**src/rtl/d_jb_predict_if.sv**
```systemverilog
// Decode/execute-side bus of the jump/branch predictor: the decode instruction fields,
// the resolved-branch update from execute, and the decode/prediction results.
interface d_jb_predict_if #(
    parameter int unsigned PC_W = 32
);
    logic            i_con_valid;
    logic            i_con_stall;
    logic            i_con_flush;
    logic [5:0]      i_con_instru;
    logic [5:0]      i_con_func;
    logic            i_con_rt;
    logic            i_con_rs_ra;
    logic [PC_W-1:0] i_con_pc;
    logic [1:0]      o_con_jump;
    logic [2:0]      o_con_bop;
    logic            o_con_aluPC4;
    logic            o_con_pred_taken;
    logic            o_con_ras_hit;
    logic [PC_W-1:0] o_con_ras_addr;
    logic            i_ex_upd_valid;
    logic [PC_W-1:0] i_ex_upd_pc;
    logic            i_ex_upd_taken;
    logic            i_ex_upd_pred;
    logic            o_con_mispredict;

    modport master (
        output i_con_valid, i_con_stall, i_con_flush, i_con_instru, i_con_func,
               i_con_rt, i_con_rs_ra, i_con_pc,
               i_ex_upd_valid, i_ex_upd_pc, i_ex_upd_taken, i_ex_upd_pred,
        input  o_con_jump, o_con_bop, o_con_aluPC4, o_con_pred_taken,
               o_con_ras_hit, o_con_ras_addr, o_con_mispredict
    );

    modport slave (
        input  i_con_valid, i_con_stall, i_con_flush, i_con_instru, i_con_func,
               i_con_rt, i_con_rs_ra, i_con_pc,
               i_ex_upd_valid, i_ex_upd_pc, i_ex_upd_taken, i_ex_upd_pred,
        output o_con_jump, o_con_bop, o_con_aluPC4, o_con_pred_taken,
               o_con_ras_hit, o_con_ras_addr, o_con_mispredict
    );
endinterface

```
**src/rtl/d_jb_predict.sv**
```systemverilog
// Decode-stage jump/branch decode with a 2-bit-counter branch history table,
// a circular return-address stack for jr $ra, and a registered mispredict flag.
module d_jb_predict #(
    parameter int unsigned PC_W      = 32,
    parameter int unsigned IDX_W     = 6,
    parameter int unsigned RAS_DEPTH = 4
) (
    input logic           i_clk,
    input logic           i_rst_n,
    d_jb_predict_if.slave bus
);
    localparam int unsigned BHT_N = 1 << IDX_W;
    localparam int unsigned PTR_W = (RAS_DEPTH > 1) ? $clog2(RAS_DEPTH) : 1;
    localparam int unsigned CNT_W = $clog2(RAS_DEPTH + 1);

    logic [1:0]      jump_c;
    logic [2:0]      bop_c;
    logic            pc4_c;
    logic            is_jr_c;
    logic            is_link_c;
    logic            accept_c;
    logic            push_c;
    logic            pop_c;

    logic [1:0]      bht_q [BHT_N];
    logic [1:0]      upd_ctr_c;
    logic [IDX_W-1:0] rd_idx_c;
    logic [IDX_W-1:0] wr_idx_c;

    logic [PC_W-1:0] ras_q [RAS_DEPTH];
    logic [PTR_W-1:0] top_q, top_d;
    logic [CNT_W-1:0] cnt_q, cnt_d;
    logic            mispredict_q, mispredict_d;
    logic            unused_pc_bits;

    // Instruction decode; independent of i_con_valid.
    always_comb begin
        jump_c    = 2'b00;
        bop_c     = 3'b000;
        pc4_c     = 1'b0;
        is_jr_c   = 1'b0;
        is_link_c = 1'b0;
        case (bus.i_con_instru)
            6'b000100: bop_c = 3'd1;
            6'b000101: bop_c = 3'd2;
            6'b000110: bop_c = 3'd3;
            6'b000111: bop_c = 3'd4;
            6'b000001: bop_c = bus.i_con_rt ? 3'd6 : 3'd5;
            6'b000010: jump_c = 2'b01;
            6'b000011: begin
                jump_c    = 2'b01;
                pc4_c     = 1'b1;
                is_link_c = 1'b1;
            end
            6'b000000: begin
                case (bus.i_con_func)
                    6'b001000: begin
                        jump_c  = 2'b10;
                        is_jr_c = 1'b1;
                    end
                    6'b001001: begin
                        jump_c    = 2'b10;
                        pc4_c     = 1'b1;
                        is_link_c = 1'b1;
                    end
                    default: jump_c = 2'b11;
                endcase
            end
            default: ;
        endcase
    end

    assign accept_c = bus.i_con_valid & ~bus.i_con_stall & ~bus.i_con_flush;
    assign push_c   = accept_c & is_link_c;
    assign pop_c    = accept_c & is_jr_c & bus.i_con_rs_ra & (cnt_q != '0);

    assign rd_idx_c = bus.i_con_pc[IDX_W+1:2];
    assign wr_idx_c = bus.i_ex_upd_pc[IDX_W+1:2];

    // Saturating counter step for the entry being trained.
    always_comb begin
        upd_ctr_c = bht_q[wr_idx_c];
        if (bus.i_ex_upd_taken) begin
            if (bht_q[wr_idx_c] != 2'b11) upd_ctr_c = bht_q[wr_idx_c] + 2'd1;
        end else begin
            if (bht_q[wr_idx_c] != 2'b00) upd_ctr_c = bht_q[wr_idx_c] - 2'd1;
        end
    end

    always_ff @(posedge i_clk) begin
        if (!i_rst_n) begin
            for (int i = 0; i < int'(BHT_N); i++) bht_q[i] <= 2'b01;
        end else if (bus.i_ex_upd_valid) begin
            bht_q[wr_idx_c] <= upd_ctr_c;
        end
    end

    // Full push advances onto the oldest slot, so overflow overwrites it naturally.
    always_comb begin
        top_d = top_q;
        cnt_d = cnt_q;
        if (push_c) begin
            top_d = (top_q == PTR_W'(RAS_DEPTH - 1)) ? '0 : top_q + PTR_W'(1);
            if (cnt_q != CNT_W'(RAS_DEPTH)) cnt_d = cnt_q + CNT_W'(1);
        end else if (pop_c) begin
            top_d = (top_q == '0) ? PTR_W'(RAS_DEPTH - 1) : top_q - PTR_W'(1);
            cnt_d = cnt_q - CNT_W'(1);
        end
    end

    always_ff @(posedge i_clk) begin
        if (!i_rst_n) begin
            top_q <= '0;
            cnt_q <= '0;
            for (int i = 0; i < int'(RAS_DEPTH); i++) ras_q[i] <= '0;
        end else begin
            top_q <= top_d;
            cnt_q <= cnt_d;
            if (push_c) ras_q[top_d] <= bus.i_con_pc + PC_W'(4);
        end
    end

    assign mispredict_d = bus.i_ex_upd_valid & (bus.i_ex_upd_taken ^ bus.i_ex_upd_pred);

    always_ff @(posedge i_clk) begin
        if (!i_rst_n) mispredict_q <= 1'b0;
        else          mispredict_q <= mispredict_d;
    end

    assign bus.o_con_jump       = jump_c;
    assign bus.o_con_bop        = bop_c;
    assign bus.o_con_aluPC4     = pc4_c;
    assign bus.o_con_pred_taken = (bop_c != 3'b000) & bht_q[rd_idx_c][1];
    assign bus.o_con_ras_hit    = is_jr_c & bus.i_con_rs_ra & (cnt_q != '0);
    assign bus.o_con_ras_addr   = (cnt_q != '0) ? ras_q[top_q] : '0;
    assign bus.o_con_mispredict = mispredict_q;

    assign unused_pc_bits = ^{bus.i_ex_upd_pc[PC_W-1:IDX_W+2], bus.i_ex_upd_pc[1:0],
                              bus.i_con_pc[1:0]};
endmodule

```
**src/flat_wrapper.sv**
```systemverilog
// flat-port wrapper written by rule: the top's interface ports become plain ports
module d_jb_predict_flat 
#(
    parameter int unsigned PC_W      = 32,
    parameter int unsigned IDX_W     = 6,
    parameter int unsigned RAS_DEPTH = 4
)
  (i_clk, i_rst_n, bus_i_con_valid, bus_i_con_stall, bus_i_con_flush, bus_i_con_instru, bus_i_con_func, bus_i_con_rt, bus_i_con_rs_ra, bus_i_con_pc, bus_i_ex_upd_valid, bus_i_ex_upd_pc, bus_i_ex_upd_taken, bus_i_ex_upd_pred, bus_o_con_jump, bus_o_con_bop, bus_o_con_aluPC4, bus_o_con_pred_taken, bus_o_con_ras_hit, bus_o_con_ras_addr, bus_o_con_mispredict);
  d_jb_predict_if #(.PC_W(PC_W)) bus_i ();
  input logic i_clk;
  input logic i_rst_n;
  input wire logic [$bits(bus_i.i_con_valid)-1:0] bus_i_con_valid;
  input wire logic [$bits(bus_i.i_con_stall)-1:0] bus_i_con_stall;
  input wire logic [$bits(bus_i.i_con_flush)-1:0] bus_i_con_flush;
  input wire logic [$bits(bus_i.i_con_instru)-1:0] bus_i_con_instru;
  input wire logic [$bits(bus_i.i_con_func)-1:0] bus_i_con_func;
  input wire logic [$bits(bus_i.i_con_rt)-1:0] bus_i_con_rt;
  input wire logic [$bits(bus_i.i_con_rs_ra)-1:0] bus_i_con_rs_ra;
  input wire logic [$bits(bus_i.i_con_pc)-1:0] bus_i_con_pc;
  input wire logic [$bits(bus_i.i_ex_upd_valid)-1:0] bus_i_ex_upd_valid;
  input wire logic [$bits(bus_i.i_ex_upd_pc)-1:0] bus_i_ex_upd_pc;
  input wire logic [$bits(bus_i.i_ex_upd_taken)-1:0] bus_i_ex_upd_taken;
  input wire logic [$bits(bus_i.i_ex_upd_pred)-1:0] bus_i_ex_upd_pred;
  output wire logic [$bits(bus_i.o_con_jump)-1:0] bus_o_con_jump;
  output wire logic [$bits(bus_i.o_con_bop)-1:0] bus_o_con_bop;
  output wire logic [$bits(bus_i.o_con_aluPC4)-1:0] bus_o_con_aluPC4;
  output wire logic [$bits(bus_i.o_con_pred_taken)-1:0] bus_o_con_pred_taken;
  output wire logic [$bits(bus_i.o_con_ras_hit)-1:0] bus_o_con_ras_hit;
  output wire logic [$bits(bus_i.o_con_ras_addr)-1:0] bus_o_con_ras_addr;
  output wire logic [$bits(bus_i.o_con_mispredict)-1:0] bus_o_con_mispredict;
  assign bus_i.i_con_valid = bus_i_con_valid;
  assign bus_i.i_con_stall = bus_i_con_stall;
  assign bus_i.i_con_flush = bus_i_con_flush;
  assign bus_i.i_con_instru = bus_i_con_instru;
  assign bus_i.i_con_func = bus_i_con_func;
  assign bus_i.i_con_rt = bus_i_con_rt;
  assign bus_i.i_con_rs_ra = bus_i_con_rs_ra;
  assign bus_i.i_con_pc = bus_i_con_pc;
  assign bus_i.i_ex_upd_valid = bus_i_ex_upd_valid;
  assign bus_i.i_ex_upd_pc = bus_i_ex_upd_pc;
  assign bus_i.i_ex_upd_taken = bus_i_ex_upd_taken;
  assign bus_i.i_ex_upd_pred = bus_i_ex_upd_pred;
  assign bus_o_con_jump = bus_i.o_con_jump;
  assign bus_o_con_bop = bus_i.o_con_bop;
  assign bus_o_con_aluPC4 = bus_i.o_con_aluPC4;
  assign bus_o_con_pred_taken = bus_i.o_con_pred_taken;
  assign bus_o_con_ras_hit = bus_i.o_con_ras_hit;
  assign bus_o_con_ras_addr = bus_i.o_con_ras_addr;
  assign bus_o_con_mispredict = bus_i.o_con_mispredict;
  d_jb_predict #(.PC_W(PC_W), .IDX_W(IDX_W), .RAS_DEPTH(RAS_DEPTH)) u_core (.i_clk(i_clk), .i_rst_n(i_rst_n), .bus(bus_i));
endmodule
```
**config.mk**
```make
export PLATFORM = sky130hd
export DESIGN_NAME = d_jb_predict_flat
export DESIGN_NICKNAME = d
export VERILOG_FILES = /design/src/rtl/d_jb_predict_if.sv /design/src/rtl/d_jb_predict.sv /design/src/flat_wrapper.sv
export SDC_FILE = /design/constraint.sdc
export NUM_CORES = 1
export LEC_CHECK = 0
export BUFFER_PORTS_ARGS = -buffer_cell sky130_fd_sc_hd__buf_4
export CORE_ASPECT_RATIO = 1.1
export CORE_MARGIN = 3
export CORE_UTILIZATION = 60
export CTS_BUF_LIST = sky130_fd_sc_hd__clkbuf_2 sky130_fd_sc_hd__clkbuf_4 sky130_fd_sc_hd__clkbuf_8
export CTS_CLUSTER_DIAMETER = 100
export CTS_CLUSTER_SIZE = 24
export DETAILED_ROUTE_END_ITERATION = 8
export PLACE_DENSITY = 0.89
export REMOVE_ABC_BUFFERS = 1
export SLEW_MARGIN = 10
export SYNTH_ARGS = -nofsm -noshare
export SYNTH_HDL_FRONTEND = slang
export SYNTH_SLANG_ARGS = --single-unit
export TNS_END_PERCENT = 50
```
**constraint.sdc**
```tcl
create_clock -name i_clk -period 8.55 [get_ports i_clk]
set_input_delay 0.855 -clock i_clk [delete_from_list [all_inputs] [get_ports i_clk]]
set_output_delay 0.855 -clock i_clk [all_outputs]
set_load 0.01 [all_outputs]
```
==> flow_summary_export.csv <==
group,metric,value,unit
die,die_x,152,um
finish,drive_gt1_share,26.1,%
route,detailedRoute.firstIterationViolations,1296,
synth,post_synth_instance_area,14000,sq um
timing,timing_worst_slew_pin_value,1.19,ns
global_routing,grt.total_usage,26.0,%
clock_tree,cts_max_level,1,
clock_tree,buffers_inserted_by_post_cts_timing_repair,0,
finish,n_antenna_cell,0,
critical_path,longest_individual_stage_delay_on_the_worst_path,0.60,ns
power,power_density,152,nW/um^2
clock_tree,path_clk_slew,0.13,ns
critical_path,critical_path_class,"input port to output pin",
timing,unrepaired_setup_endpoints_after_global_routing,"false",
synth,mux_share_of_post_synthesis_cell_area,12.4,%
synth,yosys.cell_types.count,70,
critical_path,cp-startpoint,"bus_i_con_pc[2]",
timing,final-max-slew-violation-count,0,
die,core_footprint,22900,sq um
critical_path,cp_max_fo,22,
timing,worst_clock_skew,0.0191,ns
route,dr_pass1_iterations,7,
clock_tree,numClockSinks,262,
global_routing,globalRouteOverflowTotal,0,
synth,main_combinational_cell_family_by_area_after_synthesis,"simple AND/OR/NAND/NOR gates",
die,num_io_pins,127,
clock_tree,clock_tree.buffer_depth,3,
critical_path,critical-path-slowest-cell,"sky130_fd_sc_hd__mux4_2",
route,routed_wirelength,33500,um
placed_design,dp_cells,1468,
clock_tree,cts.root.buffer_cell,"sky130_fd_sc_hd__clkbuf_8",
synth,synthesized_area_fraction_occupied_by_ao_oa_aoi_and_oai_cells,4.69,%
clock_tree,worstSkewPairLatency,0.53,ns
synth,synthXorXnorAreaFrac,1.87,%
timing,final_hold_viol_count,0,
critical_path,required,7.70,ns
global_routing,grt_antenna_before_repair,1,
clock_tree,post_cts.resized_instances,0,
status,outcome,"complete, no violations",
critical_path,worstReg2RegEnd,"u_core.ras_q[0][0]$_SDFFCE_PN0P_",
global_routing,number_of_global_route_vias_before_repair,9748,
placed_design,port-buffer-count,100,
timing,setup_total_negative_slack,0,ns
finish,post-route-util,65.7,%
synth,asyncSetResetFlopFracSynth,0,%
critical_path,worst-r2r-cell-count,8,
synth,ys_seq_area_share,55.6,%
route,route.detailed.wl_per_inst,22.4,um
finish,area_added_between_synthesis_and_finish,7.42,%
critical_path,critical_path_arrival,3.16,ns
critical_path,worstSetupEndpointType,"output pin",
worst_hold_path,worst_hold_check_path_type,"input port to flip-flop",
die,floorplan.rows,58,
synth,postSynth.topFlopCell,"sky130_fd_sc_hd__edfxtp_1",
clock_tree,cts-buffers-inserted,14,
global_routing,grt_first_pass_wirelength,53000,um
timing,maxSlewHeadroom,20.3,%
synth,syn_avg_cell_area,12.4,sq um
timing,post_route_worst_hold_slack,0.575,ns
critical_path,crit_chain,"buf_4 > mux4_2 > mux4_2 > mux4_2 > o211a_1 > buf_4",
placed_design,dpl.hpwl,22000,um
synth,synth_simple_gate_area_share,20.0,%
die,floorplan.initialDensity,61.2,%
placed_design,place.gp.congestion,0.881,
critical_path,setup.worst_path.end,"bus_o_con_pred_taken",
finish,final_cells,1492,
route,drtAntennaViolNets,0,
clock_tree,cts_tree,"yes",
timing,finalSetupViolCount,0,
synth,synth_edf_count,256,
finish,multi_input_combinational_cell_area,5570,sq um
critical_path,worstSetupStartpointType,"input port",
power,worst_ir_drop_vdd,0.159,mV
route,post-route-drc-count,0,
finish,area.sequential,7810,sq um
timing,timing.final.crit_share,47.0,%
synth,synth_adder_area_share,0.571,%
route,dr_total_vias,9671,
critical_path,cp_common_cell,"sky130_fd_sc_hd__mux4_2",
route,avgViaCountPerCell,6.48,
critical_path,regToRegSetupSlack,5.28,ns
clock_tree,cts_hold_repair.buffers,0,
global_routing,grt_max_degree,65,
flow_run,drv.max_cap_violation_count,0,
die,die_area,25300,sq um
synth,postSynthRegisterBits,262,
synth,yosys_warnings,0,
finish,fillers,1655,
die,floorplan.die.height,166,um
timing,layout_min_cycle_time,4.02,ns
power,static-leakage-power,5.17,nW
synth,synthesis.instances,1136,
finish,num-nets-final,1274,
timing,timing.fmax,249,MHz
critical_path,worstReg2RegStart,"u_core.top_q[0]$_SDFF_PN0_",
==> cell type report <==
| type | count | share of cell area (%) |
|---|---|---|
| clock buffers | 24 | 1.86 |
| inverters | 29 | 0.722 |
| multi-input cells | 753 | 37.0 |
| flip-flops and latches | 262 | 51.8 |
| well taps | 300 | 2.49 |
| repair buffers | 124 | 6.18 |
==> power breakdown <==
| part | total (W) | internal [W] | switching [W] | leakage, nW |
|---|---|---|---|---|
| clock | 0.000576 | 0.000210 | 0.000367 | 0.152 |
| sequential | 0.00146 | 0.00144 | 0.0000157 | 2.49 |
| combinational | 0.000263 | 0.0000860 | 0.000177 | 2.53 |
==> cell usage in the layout, fill, tap and decap left out, types with 3 or more instances in the layout <==
cell,synthesis,layout
sky130_fd_sc_hd__nor2b_1,37,37
sky130_fd_sc_hd__dfxtp_1,6,5
sky130_fd_sc_hd__o21ai_1,4,4
sky130_fd_sc_hd__edfxtp_1,256,256
sky130_fd_sc_hd__or2_2,4,4
sky130_fd_sc_hd__clkbuf_4,0,8
sky130_fd_sc_hd__and4_1,3,3
sky130_fd_sc_hd__clkbuf_8,0,16
sky130_fd_sc_hd__or2_1,3,3
sky130_fd_sc_hd__o22ai_1,14,14
sky130_fd_sc_hd__a21oi_1,8,8
sky130_fd_sc_hd__or3_1,6,6
sky130_fd_sc_hd__nand4_1,4,4
sky130_fd_sc_hd__mux4_2,59,59
sky130_fd_sc_hd__xnor2_1,16,16
sky130_fd_sc_hd__o21ai_0,32,31
sky130_fd_sc_hd__mux2i_1,36,36
sky130_fd_sc_hd__buf_4,10,124
sky130_fd_sc_hd__o32ai_1,3,3
sky130_fd_sc_hd__xor2_1,14,14
sky130_fd_sc_hd__o211ai_1,3,3
sky130_fd_sc_hd__inv_1,28,28
sky130_fd_sc_hd__nor3b_2,1,3
sky130_fd_sc_hd__o211a_1,4,4
sky130_fd_sc_hd__nand3_2,58,58
sky130_fd_sc_hd__nand3_1,26,26
sky130_fd_sc_hd__and3_1,8,8
sky130_fd_sc_hd__and3b_1,6,6
sky130_fd_sc_hd__and2_1,4,4
sky130_fd_sc_hd__nor3_2,19,20
sky130_fd_sc_hd__nand2_1,124,124
sky130_fd_sc_hd__nor3_1,12,11
sky130_fd_sc_hd__nor2_1,183,183
sky130_fd_sc_hd__nand2b_1,14,14
sky130_fd_sc_hd__ha_1,3,3
sky130_fd_sc_hd__a221o_1,6,6
sky130_fd_sc_hd__mux2_2,3,3
==> how the worst min path moves through the flow <==
| stage | start | to | slack [ns] | depth (start not counted) |
|---|---|---|---|---|
| detailed placement | u_core.cnt_q[2]$_SDFFE_PN0P_ | u_core.cnt_q[2]$_SDFFE_PN0P_ | 0.56 | 1 |
| finish | bus_i_ex_upd_pred | u_core.bus.o_con_mispredict$_SDFF_PN0_ | 0.58 | 3 |
| floorplan | u_core.cnt_q[2]$_SDFFE_PN0P_ | u_core.cnt_q[2]$_SDFFE_PN0P_ | 0.51 | 1 |
| global placement | u_core.cnt_q[2]$_SDFFE_PN0P_ | u_core.cnt_q[2]$_SDFFE_PN0P_ | 0.54 | 1 |
| global route | bus_i_ex_upd_pred | u_core.bus.o_con_mispredict$_SDFF_PN0_ | 0.58 | 3 |
| CTS | bus_i_ex_upd_pred | u_core.bus.o_con_mispredict$_SDFF_PN0_ | 0.57 | 3 |
==> cell families (layout without fill, tap and decap cells) <==
group / Yosys count / count (layout)
buffers and inverters: 121 / 177
AND/OR/NAND/NOR: 524 / 524
flip-flops: 262 / 262
multiplexers: 99 / 99
XOR/XNOR: 30 / 30
AO/OA/AOI/OAI: 94 / 94
adder cells (fa/ha/maj): 6 / 6
==> cell usage after synthesis, types with 9 or more instances <==
cell,n,area share [%]
sky130_fd_sc_hd__edfxtp_1,256,55
sky130_fd_sc_hd__nor2_1,183,4.9
sky130_fd_sc_hd__nand2_1,124,3.3
sky130_fd_sc_hd__mux4_2,59,9.5
sky130_fd_sc_hd__nand3_2,58,4.1
sky130_fd_sc_hd__clkbuf_1,41,1.1
sky130_fd_sc_hd__nor2b_1,37,1.6
sky130_fd_sc_hd__mux2i_1,36,2.6
sky130_fd_sc_hd__o21ai_0,32,1.1
sky130_fd_sc_hd__inv_1,28,0.75
sky130_fd_sc_hd__nand3_1,26,0.93
sky130_fd_sc_hd__nor3_2,19,1.4
sky130_fd_sc_hd__xnor2_1,16,1.0
sky130_fd_sc_hd__buf_1,15,0.40
sky130_fd_sc_hd__nand2b_1,14,0.62
sky130_fd_sc_hd__o22ai_1,14,0.62
sky130_fd_sc_hd__xor2_1,14,0.87
sky130_fd_sc_hd__nor3_1,12,0.43
sky130_fd_sc_hd__buf_4,10,0.53
sky130_fd_sc_hd__buf_6,10,0.80
sky130_fd_sc_hd__buf_2,9,0.32
==> routing by layer <==
layer	global-route usage (%)	wire length (um)	up-vias	part of all wire, %
met5	0	13	-	0.039
met4	8.33	1020	2	3.0
met3	4.51	3490	98	10
met2	44.6	17400	625	52
met1	33.9	11600	4724	35
li1	-	-	4222	-
==> through the flow <==
step | area (sq um) | worst slack (ns) | power, W
after floorplan | 13500 | 3.54 | 0.00163
after global placement | 14800 | 4.28 | 0.00173
after detailed placement | 14800 | 4.23 | 0.00175
after CTS | 15100 | 4.53 | 0.00230
after global routing | 15100 | 4.48 | 0.00236
final | 15100 | 4.53 | 0.00230
==> flip-flops by register name, indices dropped and copies added, names as in the netlist <==
register and flops:
u_core.bus.o_con_mispredict 1, u_core.top_q 2, u_core.ras_q 128, u_core.cnt_q 3
u_core.bht_q 128
==> critical path, delay by kind of cell <==
family,cells,cell delay [ns]
buffers and inverters,2,0.52
multiplexers,3,1.63
AO/OA/AOI/OAI,1,0.15
Power figures use the tool's default switching activity.
